===== src/rtl/gps_sample_packer.sv =====
// Packs pairs of 8-bit complex samples into 32-bit words, buffers them in a small FIFO
// and streams them out as AXI4-Stream packets with TLAST every PKT_WORDS words.
module gps_sample_packer #(
  parameter int DEPTH     = 16,
  parameter int PKT_WORDS = 256
) (
  input  logic                     clk,
  input  logic                     reset_n,
  input  logic                     enable,
  input  logic                     dv_in,
  input  logic [7:0]               real_in,
  input  logic [7:0]               imag_in,
  output logic [31:0]              m_tdata,
  output logic                     m_tvalid,
  input  logic                     m_tready,
  output logic                     m_tlast,
  output logic                     overflow,
  input  logic                     clear_overflow,
  output logic [15:0]              drop_count,
  output logic [$clog2(DEPTH):0]   fifo_level
);

  localparam int AW  = $clog2(DEPTH);
  localparam int LW  = AW + 1;
  localparam int WCW = $clog2(PKT_WORDS);

  typedef struct packed {
    logic        last;
    logic [31:0] data;
  } entry_t;

  logic           phase_q, phase_d;
  logic [15:0]    half_q, half_d;
  logic [WCW-1:0] wc_q, wc_d;
  logic           wr_req_q, wr_req_d;
  entry_t         wr_entry_q, wr_entry_d;
  logic [AW-1:0]  wr_ptr_q, wr_ptr_d, rd_ptr_q, rd_ptr_d;
  logic [LW-1:0]  level_q, level_d, mem_cnt;
  logic           out_valid_q, out_valid_d;
  entry_t         out_entry_q, out_entry_d;
  logic           overflow_q, overflow_d;
  logic [15:0]    drop_cnt_q, drop_cnt_d;
  entry_t         mem [DEPTH];

  logic pop, full, wr_accept, wr_drop, load_out, wc_last;

  // Completed words wait one cycle in wr_entry_q; the full/drop decision is taken there.
  assign pop       = out_valid_q & m_tready;
  assign full      = (level_q == LW'(DEPTH));
  assign wr_accept = wr_req_q & (~full | pop);
  assign wr_drop   = wr_req_q & full & ~pop;
  assign mem_cnt   = level_q - LW'(out_valid_q);
  assign load_out  = (mem_cnt != '0) & (~out_valid_q | pop);
  assign wc_last   = (wc_q == WCW'(PKT_WORDS - 1));

  always_comb begin
    // NOTE: every variable gets a default first so no path leaves it unassigned (no latches).
    phase_d    = phase_q;
    half_d     = half_q;
    wc_d       = wc_q;
    wr_req_d   = 1'b0;
    wr_entry_d = wr_entry_q;
    if (!enable) begin
      phase_d = 1'b0;
      wc_d    = '0;
    end else if (dv_in) begin
      if (!phase_q) begin
        half_d  = {imag_in, real_in};
        phase_d = 1'b1;
      end else begin
        wr_req_d   = 1'b1;
        wr_entry_d = '{last: wc_last, data: {imag_in, real_in, half_q}};
        phase_d    = 1'b0;
        wc_d       = wc_last ? '0 : wc_q + WCW'(1);
      end
    end
  end

  always_comb begin
    level_d     = level_q + LW'(wr_accept) - LW'(pop);
    wr_ptr_d    = wr_ptr_q + AW'(wr_accept);
    rd_ptr_d    = rd_ptr_q + AW'(load_out);
    out_valid_d = out_valid_q;
    out_entry_d = out_entry_q;
    if (load_out) begin
      out_valid_d = 1'b1;
      out_entry_d = mem[rd_ptr_q];
    end else if (pop) begin
      out_valid_d = 1'b0;
    end
    overflow_d = overflow_q;
    drop_cnt_d = drop_cnt_q;
    if (clear_overflow) begin
      overflow_d = 1'b0;
      drop_cnt_d = wr_drop ? 16'd1 : 16'd0;
    end else if (wr_drop) begin
      overflow_d = 1'b1;
      if (drop_cnt_q != 16'hFFFF) drop_cnt_d = drop_cnt_q + 16'd1;
    end
  end

  always_ff @(posedge clk or negedge reset_n) begin
    if (!reset_n) begin
      phase_q     <= 1'b0;
      half_q      <= '0;
      wc_q        <= '0;
      wr_req_q    <= 1'b0;
      wr_entry_q  <= '0;
      wr_ptr_q    <= '0;
      rd_ptr_q    <= '0;
      level_q     <= '0;
      out_valid_q <= 1'b0;
      out_entry_q <= '0;
      overflow_q  <= 1'b0;
      drop_cnt_q  <= '0;
    end else begin
      phase_q     <= phase_d;
      half_q      <= half_d;
      wc_q        <= wc_d;
      wr_req_q    <= wr_req_d;
      wr_entry_q  <= wr_entry_d;
      wr_ptr_q    <= wr_ptr_d;
      rd_ptr_q    <= rd_ptr_d;
      level_q     <= level_d;
      out_valid_q <= out_valid_d;
      out_entry_q <= out_entry_d;
      overflow_q  <= overflow_d;
      drop_cnt_q  <= drop_cnt_d;
    end
  end

  // NOTE: storage array has no reset; only the pointers and level define which entries are valid.
  always_ff @(posedge clk) begin
    if (wr_accept) mem[wr_ptr_q] <= wr_entry_q;
  end

  assign m_tdata    = out_entry_q.data;
  assign m_tlast    = out_entry_q.last;
  assign m_tvalid   = out_valid_q;
  assign overflow   = overflow_q;
  assign drop_count = drop_cnt_q;
  assign fifo_level = level_q;

endmodule


===== config.mk =====
export PLATFORM = sky130hd
export DESIGN_NAME = gps_sample_packer
export DESIGN_NICKNAME = d
export VERILOG_FILES = /design/src/rtl/gps_sample_packer.sv
export SDC_FILE = /design/constraint.sdc
export NUM_CORES = 1
export LEC_CHECK = 0
export BUFFER_PORTS_ARGS = -buffer_cell sky130_fd_sc_hd__buf_2
export CORE_ASPECT_RATIO = 1.25
export CORE_MARGIN = 2
export CORE_UTILIZATION = 50
export CTS_CLUSTER_DIAMETER = 80
export DETAILED_ROUTE_END_ITERATION = 12
export GPL_TIMING_DRIVEN = 1
export PLACE_DENSITY_LB_ADDON = 0.3
export SETUP_SLACK_MARGIN = 0.05
export SLEW_MARGIN = 20
export SYNTH_ARGS = -nofsm -noshare
export SYNTH_HDL_FRONTEND = slang
export SYNTH_SLANG_ARGS = --single-unit

===== constraint.sdc =====
create_clock -name clk -period 7.88 [get_ports clk]
set_input_delay 0.394 -clock clk [delete_from_list [all_inputs] [get_ports clk]]
set_output_delay 0.394 -clock clk [all_outputs]
set_load 0.03 [all_outputs]

==> results of run 1 <==
placed cells by master, fill, tap and decap left out, types with 4 or more instances in the layout:
master	synthesis	layout
sky130_fd_sc_hd__and3_1	6	6
sky130_fd_sc_hd__nand4_1	6	6
sky130_fd_sc_hd__nor2_1	29	16
sky130_fd_sc_hd__edfxtp_1	528	528
sky130_fd_sc_hd__ha_1	14	14
sky130_fd_sc_hd__clkbuf_16	0	59
sky130_fd_sc_hd__mux2_1	4	4
sky130_fd_sc_hd__a22oi_1	66	66
sky130_fd_sc_hd__xnor2_1	6	6
sky130_fd_sc_hd__mux2_2	51	51
sky130_fd_sc_hd__inv_1	13	13
sky130_fd_sc_hd__clkinv_2	0	8
sky130_fd_sc_hd__o31ai_1	6	6
sky130_fd_sc_hd__or4_1	8	8
sky130_fd_sc_hd__nand2_1	143	143
sky130_fd_sc_hd__o21bai_1	4	4
sky130_fd_sc_hd__buf_2	16	76
sky130_fd_sc_hd__nand3_1	13	12
sky130_fd_sc_hd__nor2b_1	9	7
sky130_fd_sc_hd__clkbuf_1	34	14
sky130_fd_sc_hd__dlygate4sd3_1	0	4
sky130_fd_sc_hd__inv_6	0	4
sky130_fd_sc_hd__dfrtp_1	123	121
sky130_fd_sc_hd__and2_1	6	5
sky130_fd_sc_hd__xor2_1	7	7
sky130_fd_sc_hd__nor4_1	6	6
sky130_fd_sc_hd__nor2_4	0	13
sky130_fd_sc_hd__bufinv_16	0	7
sky130_fd_sc_hd__clkbuf_8	0	9
sky130_fd_sc_hd__clkinv_1	0	6
sky130_fd_sc_hd__nor3_2	0	4
sky130_fd_sc_hd__a21oi_1	11	11
sky130_fd_sc_hd__mux4_2	132	132
sky130_fd_sc_hd__buf_4	1	23
logic make-up (layout without fill, tap and decap cells):
family	after synthesis	after routing	share of synthesized area, %
compound gates	105	105	3.02
buf+inv	77	234	1.49
xor+xnor	13	13	0.454
other cells	0	2	0
fa+ha+maj	15	15	0.778
simple gates	245	245	4.49
flops	651	651	75.5
mux	187	187	14.3
metrics by stage:
| step | hold WS [ns] | utilization [%] | instances | cell area [µm²] |
|---|---|---|---|---|
| after floorplan | 0.0984 | - | 1293 | 25100 |
| after global placement | 0.443 | 53.3 | 1982 | 26300 |
| after detailed placement | 0.460 | 53.4 | 1984 | 26400 |
| after CTS | 0.0211 | 57.6 | 2100 | 28400 |
| after global routing | 0.0262 | 57.6 | 2101 | 28500 |
| final | 0.0545 | 57.6 | 2103 | 28500 |
flip-flops by register name, indices dropped and copies added, names as in the netlist, 4 cells and up:
| register | count |
|---|---|
| mem | 528 |
| wr_entry_q | 33 |
| m_tdata | 32 |
| fifo_level | 5 |
| rd_ptr_q | 4 |
| drop_count | 16 |
| wc_q | 8 |
| wr_ptr_q | 4 |
| half_q | 16 |
synthesized netlist by cell type (5+ instances only):
| library cell | number |
|---|---|
| sky130_fd_sc_hd__xnor2_1 | 6 |
| sky130_fd_sc_hd__xor2_1 | 7 |
| sky130_fd_sc_hd__nor2b_1 | 9 |
| sky130_fd_sc_hd__mux4_2 | 132 |
| sky130_fd_sc_hd__a22oi_1 | 66 |
| sky130_fd_sc_hd__and2_1 | 6 |
| sky130_fd_sc_hd__nor4_1 | 6 |
| sky130_fd_sc_hd__inv_1 | 13 |
| sky130_fd_sc_hd__and3_1 | 6 |
| sky130_fd_sc_hd__buf_2 | 16 |
| sky130_fd_sc_hd__clkbuf_1 | 34 |
| sky130_fd_sc_hd__nand2_1 | 143 |
| sky130_fd_sc_hd__mux2_2 | 51 |
| sky130_fd_sc_hd__or4_1 | 8 |
| sky130_fd_sc_hd__nand3_1 | 13 |
| sky130_fd_sc_hd__a21oi_1 | 11 |
| sky130_fd_sc_hd__nor2_1 | 29 |
| sky130_fd_sc_hd__ha_1 | 14 |
| sky130_fd_sc_hd__dfrtp_1 | 123 |
| sky130_fd_sc_hd__nand4_1 | 6 |
| sky130_fd_sc_hd__edfxtp_1 | 528 |
| sky130_fd_sc_hd__o31ai_1 | 6 |
| sky130_fd_sc_hd__nor3_1 | 5 |
| sky130_fd_sc_hd__buf_6 | 8 |
power by group:
group          switching [mW]  total, mW  internal [mW]
logic                    1.15       2.22           1.06
registers               0.517       4.70           4.18
clock network            1.24       2.95           1.71
cell type report:
| type | count | share of cell area [%] |
|---|---|---|
| sequential | 651 | 66.5 |
| multi-input combinational | 565 | 20.8 |
| clock buffer | 82 | 5.80 |
| tap | 651 | 2.86 |
| timing repair buffer | 108 | 2.48 |
| clock inverter | 30 | 1.32 |
| inverter | 14 | 0.185 |
| antenna | 2 | 0.0176 |
metal layers:
layer  share of wire (%)  vias up  global-route usage, %
met4                 2.0        2                   5.26
met5               0.024        -                      0
met1                  39     6626                   27.8
li1                    -     5389                      -
met2                  53      354                   37.9
met3                 5.6       76                   3.39
worst reg2reg max path: stages, from the launching register on:
cell	delay [ns]
sky130_fd_sc_hd__dfrtp_4	1.14
sky130_fd_sc_hd__buf_4	0.93
sky130_fd_sc_hd__mux4_2	0.47
sky130_fd_sc_hd__a22oi_1	0.31
sky130_fd_sc_hd__nand2_1	0.09
sky130_fd_sc_hd__mux2_2	0.26
final timing paths:
check                            start             end  slack, ns
max                        rd_ptr_q[2]      m_tdata[3]       4.56
min                         imag_in[4]  wr_entry_q[28]       0.05
max reg2reg                rd_ptr_q[2]      m_tdata[3]       4.56
min reg2reg                  half_q[0]   wr_entry_q[0]       0.47
max in group asynchronous      reset_n      m_tdata[6]       6.09
min in group asynchronous      reset_n     m_tdata[21]       0.38
==> impl_metrics.json, run 1 <==
{
  "status": "finished clean",
  "setup_ws_ns": 4.56,
  "drv_cap": 0,
  "synth_top_cell_by_area": "sky130_fd_sc_hd__edfxtp_1",
  "clk_pin_slew_worst_paths_ns": 0.07,
  "worst_slew_margin_rel_pct": 28.1,
  "number_of_setup_violations_in_the_final_report": 0,
  "achievable-frequency_mhz": 301,
  "drc_errors": 0,
  "maximum_number_of_pins_on_one_net_before_global_route_repair": 98,
  "clock_tree.buffer_depth": 3,
  "post_synth_main_area_contributors": "sky130_fd_sc_hd__edfxtp_1 63%, sky130_fd_sc_hd__dfrtp_1 12%, sky130_fd_sc_hd__mux4_2 12%, sky130_fd_sc_hd__mux2_2 2.3%, sky130_fd_sc_hd__nand2_1 2.1%",
  "clk_latency_ns": 0.61,
  "grtUsageTotal_pct": 21.4,
  "cp_num_cells": 5,
  "family_with_the_most_delay_on_the_worst_path": "flip-flops",
  "grt_setup_unrepaired": "false",
  "avgRoutedWirePerCell_um": 25.4,
  "layout.filler_cells": 3677,
  "setup_total_negative_slack_ns": 0,
  "detail_route.iter0.violations": 979,
  "syn2layout_area_growth_pct": 13.5,
  "fp.coreArea_um2": 49400,
  "finalHoldViolations": 0,
  "worst_ir_drop_vdd_mv": 0.220,
  "min_path_cells": 3,
  "drt.antenna.violating_nets": 0,
  "cp.buffers_inverters": 1,
  "synth_cells": 1293,
  "cts_tree": "built",
  "routed_via_count_divided_by_cell_count": 5.92,
  "asyncSetResetFlopFracSynth_pct": 18.9,
  "route.final.wire_length_um": 53400,
  "detail_route.first_pass.iterations": 7,
  "cts_root_buffer_type": "sky130_fd_sc_hd__clkbuf_16",
  "synth-warning-count": 0,
  "final_critical_path_share_of_the_clock_period_pct": 42.2,
  "critical_path_arrival_ns": 3.81,
  "vias": 12400,
  "weighted_congestion_at_the_end_of_routability_driven_global_placement": 0.767,
  "cts-htree-levels": 2,
  "critPathSlowestCell": "sky130_fd_sc_hd__dfrtp_4",
  "worstMarginPinSlew_ns": 1.08,
  "num_rows": 91,
  "crit_path_end_kind": "register",
  "post_route_cells_drive_above_1_share_pct": 27.9,
  "crit_fanout": 69,
  "ys.flop_type": "sky130_fd_sc_hd__edfxtp_1",
  "grt_overflow": 0,
  "synth.ff_latch_count": 651,
  "yosys.area.top_type_share_pct": 63.2,
  "post-cts-setup-buffers": 0,
  "ios": 78,
  "post_cts_resized": 0,
  "final.setup_skew_ns": 0.0205,
  "initial_antenna_violation_count": 1,
  "post_route_minimum_period_ns": 3.32,
  "synth.avg_cell_area_um2": 19.4,
  "fp.dieArea_um2": 52000,
  "timing.critical_path.slowest_cell_delay_ns": 1.14,
  "pwr_density_cell_nw_per_um2": 346,
  "required_worst_endpoint_ns": 8.37,
  "netlist_area_um2": 25100,
  "chipWidth_um": 204,
  "power_mw": 9.87,
  "total_leakage_power_nw": 9.99,
  "first_global_vias": 13100,
  "rr_worst_depth": 5,
  "postSynthNetCount": 1330,
  "layout.area.seq_um2": 18900,
  "post_detail_place_hpwl_um": 29900,
  "critical_path.startpoint_type": "register",
  "detailedPlace.worstSlack_ns": 4.52,
  "cts_num_sinks": 651,
  "grt_pass1_wl_um": 81600,
  "synthDistinctLibCells": 49,
  "synth-edff-count": 528,
  "io_buffer_count": 77,
  "seq_area_frac_synth_pct": 75.5,
  "cts_buffers": 59,
  "multi_input_comb_area_um2": 5930,
  "timing.hold.worst.class": "in2reg",
  "timing.setup.critical_path_class": "reg2reg",
  "nets": 1436,
  "initial_core_util_pct": 50.8,
  "fp.dieH_um": 254,
  "cts_hold_buf": 4,
  "slew_viol_final": 0,
  "crit_chain": "buf_4, mux4_2, a22oi_1, nand2_1, mux2_2"
}
(Power assumes the default switching activity.)
==> inputs of run 2 (changes only) <==
ABC_AREA = 1   (was not set)
clock period = 3 ns   (was 7.88 ns; I/O delays follow)
==> run 2 against run 1 <==
Effect of this change:
- maximum frequency grew 26%
- hold slack gained 0.078 ns
- core utilization shrank 0.099 points
- highest routed layer is now met4
- global-route usage grew 2.2 points
- wire length grew 19%
- design area grew 6.2%
- die area grew 5.7%
- combinational power grew to 4.0 times the previous value
- via count grew 41%
- flip-flop and latch count is the same
- worst setup slack lost 4.2 ns
==> impl_metrics.json, run 2 <==
{
  "fp.coreArea_um2": 52600,
  "grt_setup_unrepaired": "false",
  "grt_overflow": 0,
  "cts-htree-levels": 2,
  "largest_register_ffs": 528,
  "maximum_number_of_pins_on_one_net_before_global_route_repair": 182,
  "multi_input_comb_area_um2": 6870,
  "timing.hold.worst.class": "in2async",
  "synth.avg_cell_area_um2": 11.2,
  "layout.area.seq_um2": 18900,
  "worst_slew_margin_rel_pct": 34.5,
  "drt.antenna.violating_nets": 0,
  "synth_cells": 2379,
  "route.final.wire_length_um": 63500,
  "final_cell_mix": "949 x sky130_fd_sc_hd__nand2_1, 528 x sky130_fd_sc_hd__edfxtp_1, 424 x sky130_fd_sc_hd__nand3_1",
  "io_buffer_count": 77,
  "most_common_library_cell_in_the_layout_ignoring_fill_and_taps": "sky130_fd_sc_hd__nand2_1",
  "initial_antenna_violation_count": 1,
  "synth.ff_latch_count": 651,
  "drc_errors": 0,
  "layout.filler_cells": 4166,
  "status": "finished clean",
  "finalHoldViolations": 0,
  "detail_route.iter0.violations": 1590,
  "cts_root_buffer_type": "sky130_fd_sc_hd__clkbuf_16",
  "synth-warning-count": 0,
  "internal_power_mw": 18.2,
  "slew_viol_final": 0,
  "avgRoutedWirePerCell_um": 20.0,
  "synth_top_cell_by_area": "sky130_fd_sc_hd__edfxtp_1",
  "ios": 78,
  "dominant_cell_by_count_in_the_synthesized_netlist": "sky130_fd_sc_hd__nand2_1",
  "worstMarginPinSlew_ns": 0.980,
  "seq_area_frac_synth_pct": 71.4,
  "nets": 2495,
  "post_route_minimum_period_ns": 2.64,
  "ys.flop_type": "sky130_fd_sc_hd__edfxtp_1",
  "power.net_switching_mw": 10.5,
  "post_synth_main_area_contributors": "sky130_fd_sc_hd__edfxtp_1 60%, sky130_fd_sc_hd__nand2_1 13%, sky130_fd_sc_hd__dfrtp_1 12%, sky130_fd_sc_hd__nand3_1 8.0%, sky130_fd_sc_hd__buf_2 1.8%",
  "final_design_area_no_fill_um2": 30300,
  "fp.dieArea_um2": 54900,
  "post_route_cells_drive_above_1_share_pct": 10.4,
  "drv_cap": 0,
  "total_leakage_power_nw": 12.0,
  "share_clk_of_total_power_pct": 28.4,
  "chipWidth_um": 210,
  "postSynthNetCount": 2416,
  "largest_register": "mem",
  "worst_ir_drop_vdd_mv": 0.855,
  "finish.cell_count_without_fillers": 3182,
  "pwr_density_cell_nw_per_um2": 948,
  "netlist_top_cells_count": "949 x sky130_fd_sc_hd__nand2_1, 528 x sky130_fd_sc_hd__edfxtp_1, 424 x sky130_fd_sc_hd__nand3_1, 123 x sky130_fd_sc_hd__dfrtp_1, 94 x sky130_fd_sc_hd__buf_2",
  "place_inst": 3045,
  "number_of_setup_violations_in_the_final_report": 0,
  "clock_tree.buffer_depth": 3,
  "fp.dieH_um": 262,
  "required_worst_endpoint_ns": 3.32,
  "cts_buffers": 60,
  "antenna_cells_inserted": 0,
  "final.setup_skew_ns": 0.0192,
  "critical_path.startpoint_type": "register",
  "critical_path_arrival_ns": 2.96,
  "synth-edff-count": 528,
  "achievable-frequency_mhz": 379,
  "crit_fanout": 10,
  "setup_total_negative_slack_ns": 0,
  "num_rows": 94,
  "setup_ws_ns": 0.363,
  "first_global_vias": 17200,
  "clk_pin_slew_worst_paths_ns": 0.06,
  "grtUsageTotal_pct": 23.6,
  "detailed_place.area_um2": 27900,
  "routed_via_count_divided_by_cell_count": 5.52,
  "clk_latency_ns": 0.63,
  "netlist_area_um2": 26500,
  "power_switching_share_pct": 36.6,
  "grt_pass1_wl_um": 98400,
  "post_detail_place_hpwl_um": 37700,
  "crit_path_end_kind": "register",
  "seq_power_share_pct": 41.0,
  "synthDistinctLibCells": 34,
  "vias": 17600,
  "asyncSetResetFlopFracSynth_pct": 18.9,
  "timing.setup.critical_path_class": "reg2reg",
  "final_critical_path_share_of_the_clock_period_pct": 87.9,
  "syn2layout_area_growth_pct": 14.0,
  "weighted_congestion_at_the_end_of_routability_driven_global_placement": 0.816,
  "detailedPlace.worstSlack_ns": 0.397,
  "yosys.area.top_type_share_pct": 59.8,
  "detail_route.first_pass.iterations": 6,
  "post-cts-setup-buffers": 0,
  "initial_core_util_pct": 50.5,
  "cts_tree": "built",
  "power.share.combinational_pct": 30.6,
  "cts_num_sinks": 651
}
## run 2: what timing repair did
action / in CTS / in global routing
setup endpoints to repair: 0 / 0
gates resized for setup: 0 / 0
endpoints found under the hold margin: 108 / 0
hold buffers: 22 / 0
## run 2: path summary, 6_finish.rpt
path	from	to	slack (ns)	depth (start not counted)
worst min register to register	half_q[5]	wr_entry_q[5]	0.47	2
worst min-delay path	reset_n	drop_count[1]	0.13	2
worst max register to register	fifo_level[2]	mem[1][3]	0.36	10
worst max-delay path	fifo_level[2]	mem[1][3]	0.36	10
min in group clk	clear_overflow	overflow	0.29	3
max in group asynchronous	reset_n	wr_entry_q[30]	2.10	3
## run 2: per-stage QoR
step,power [mW],hold WS [ns],util (%)
finish,28.7,0.133,57.5
global route,30.2,0.175,57.5
CTS,28.9,0.141,57.5
detailed placement,20.7,0.241,53.0
global placement,20.5,0.235,53.0
floorplan,17.5,-0.146,-
## run 2: layout make-up
class	instances	share of cell area (%)
multi-input cells	1537	22.7
clock inverters	26	1.24
inverters	63	0.807
well taps	672	2.78
flip-flops and latches	651	62.6
repair buffers	145	4.02
clock buffers	88	5.82
## run 2: power groups by stage
| stage | clock (mW) | combinational (mW) | sequential (mW) |
|---|---|---|---|
| floorplan | 0 | 5.52 | 12.0 |
| global placement | 0 | 8.65 | 11.9 |
| detailed placement | 0 | 8.78 | 12.0 |
| CTS | 8.26 | 8.84 | 11.8 |
| global route | 8.57 | 9.77 | 11.9 |
| finish | 8.14 | 8.77 | 11.8 |
## run 2: layer usage
| metal | track usage [%] | wire length (µm) | vias up |
|---|---|---|---|
| li1 | - | - | 8266 |
| met1 | 30.9 | 25600 | 8526 |
| met2 | 39.7 | 31200 | 650 |
| met3 | 3.97 | 4650 | 111 |
| met4 | 9.00 | 2040 | 0 |
| met5 | 0 | 0 | - |
## run 2: critical path: stages (launching register included)
cell	delay (ns)
sky130_fd_sc_hd__dfrtp_1	0.42
sky130_fd_sc_hd__inv_1	0.10
sky130_fd_sc_hd__ha_1	0.23
sky130_fd_sc_hd__nand2_1	0.08
sky130_fd_sc_hd__inv_1	0.05
sky130_fd_sc_hd__nand3_1	0.06
sky130_fd_sc_hd__nand2_1	0.07
sky130_fd_sc_hd__inv_1	0.23
sky130_fd_sc_hd__nand3_1	0.39
sky130_fd_sc_hd__nor2_4	0.43
sky130_fd_sc_hd__buf_4	0.27
## run 2: cells by family after synthesis
logic type	synth area share [%]
AND/OR/NAND/NOR	22.7
AO/OA/AOI/OAI	1.44
buffers and inverters	3.26
flip-flops	71.4
adder cells (fa/ha/maj)	0.736
XOR/XNOR	0.528
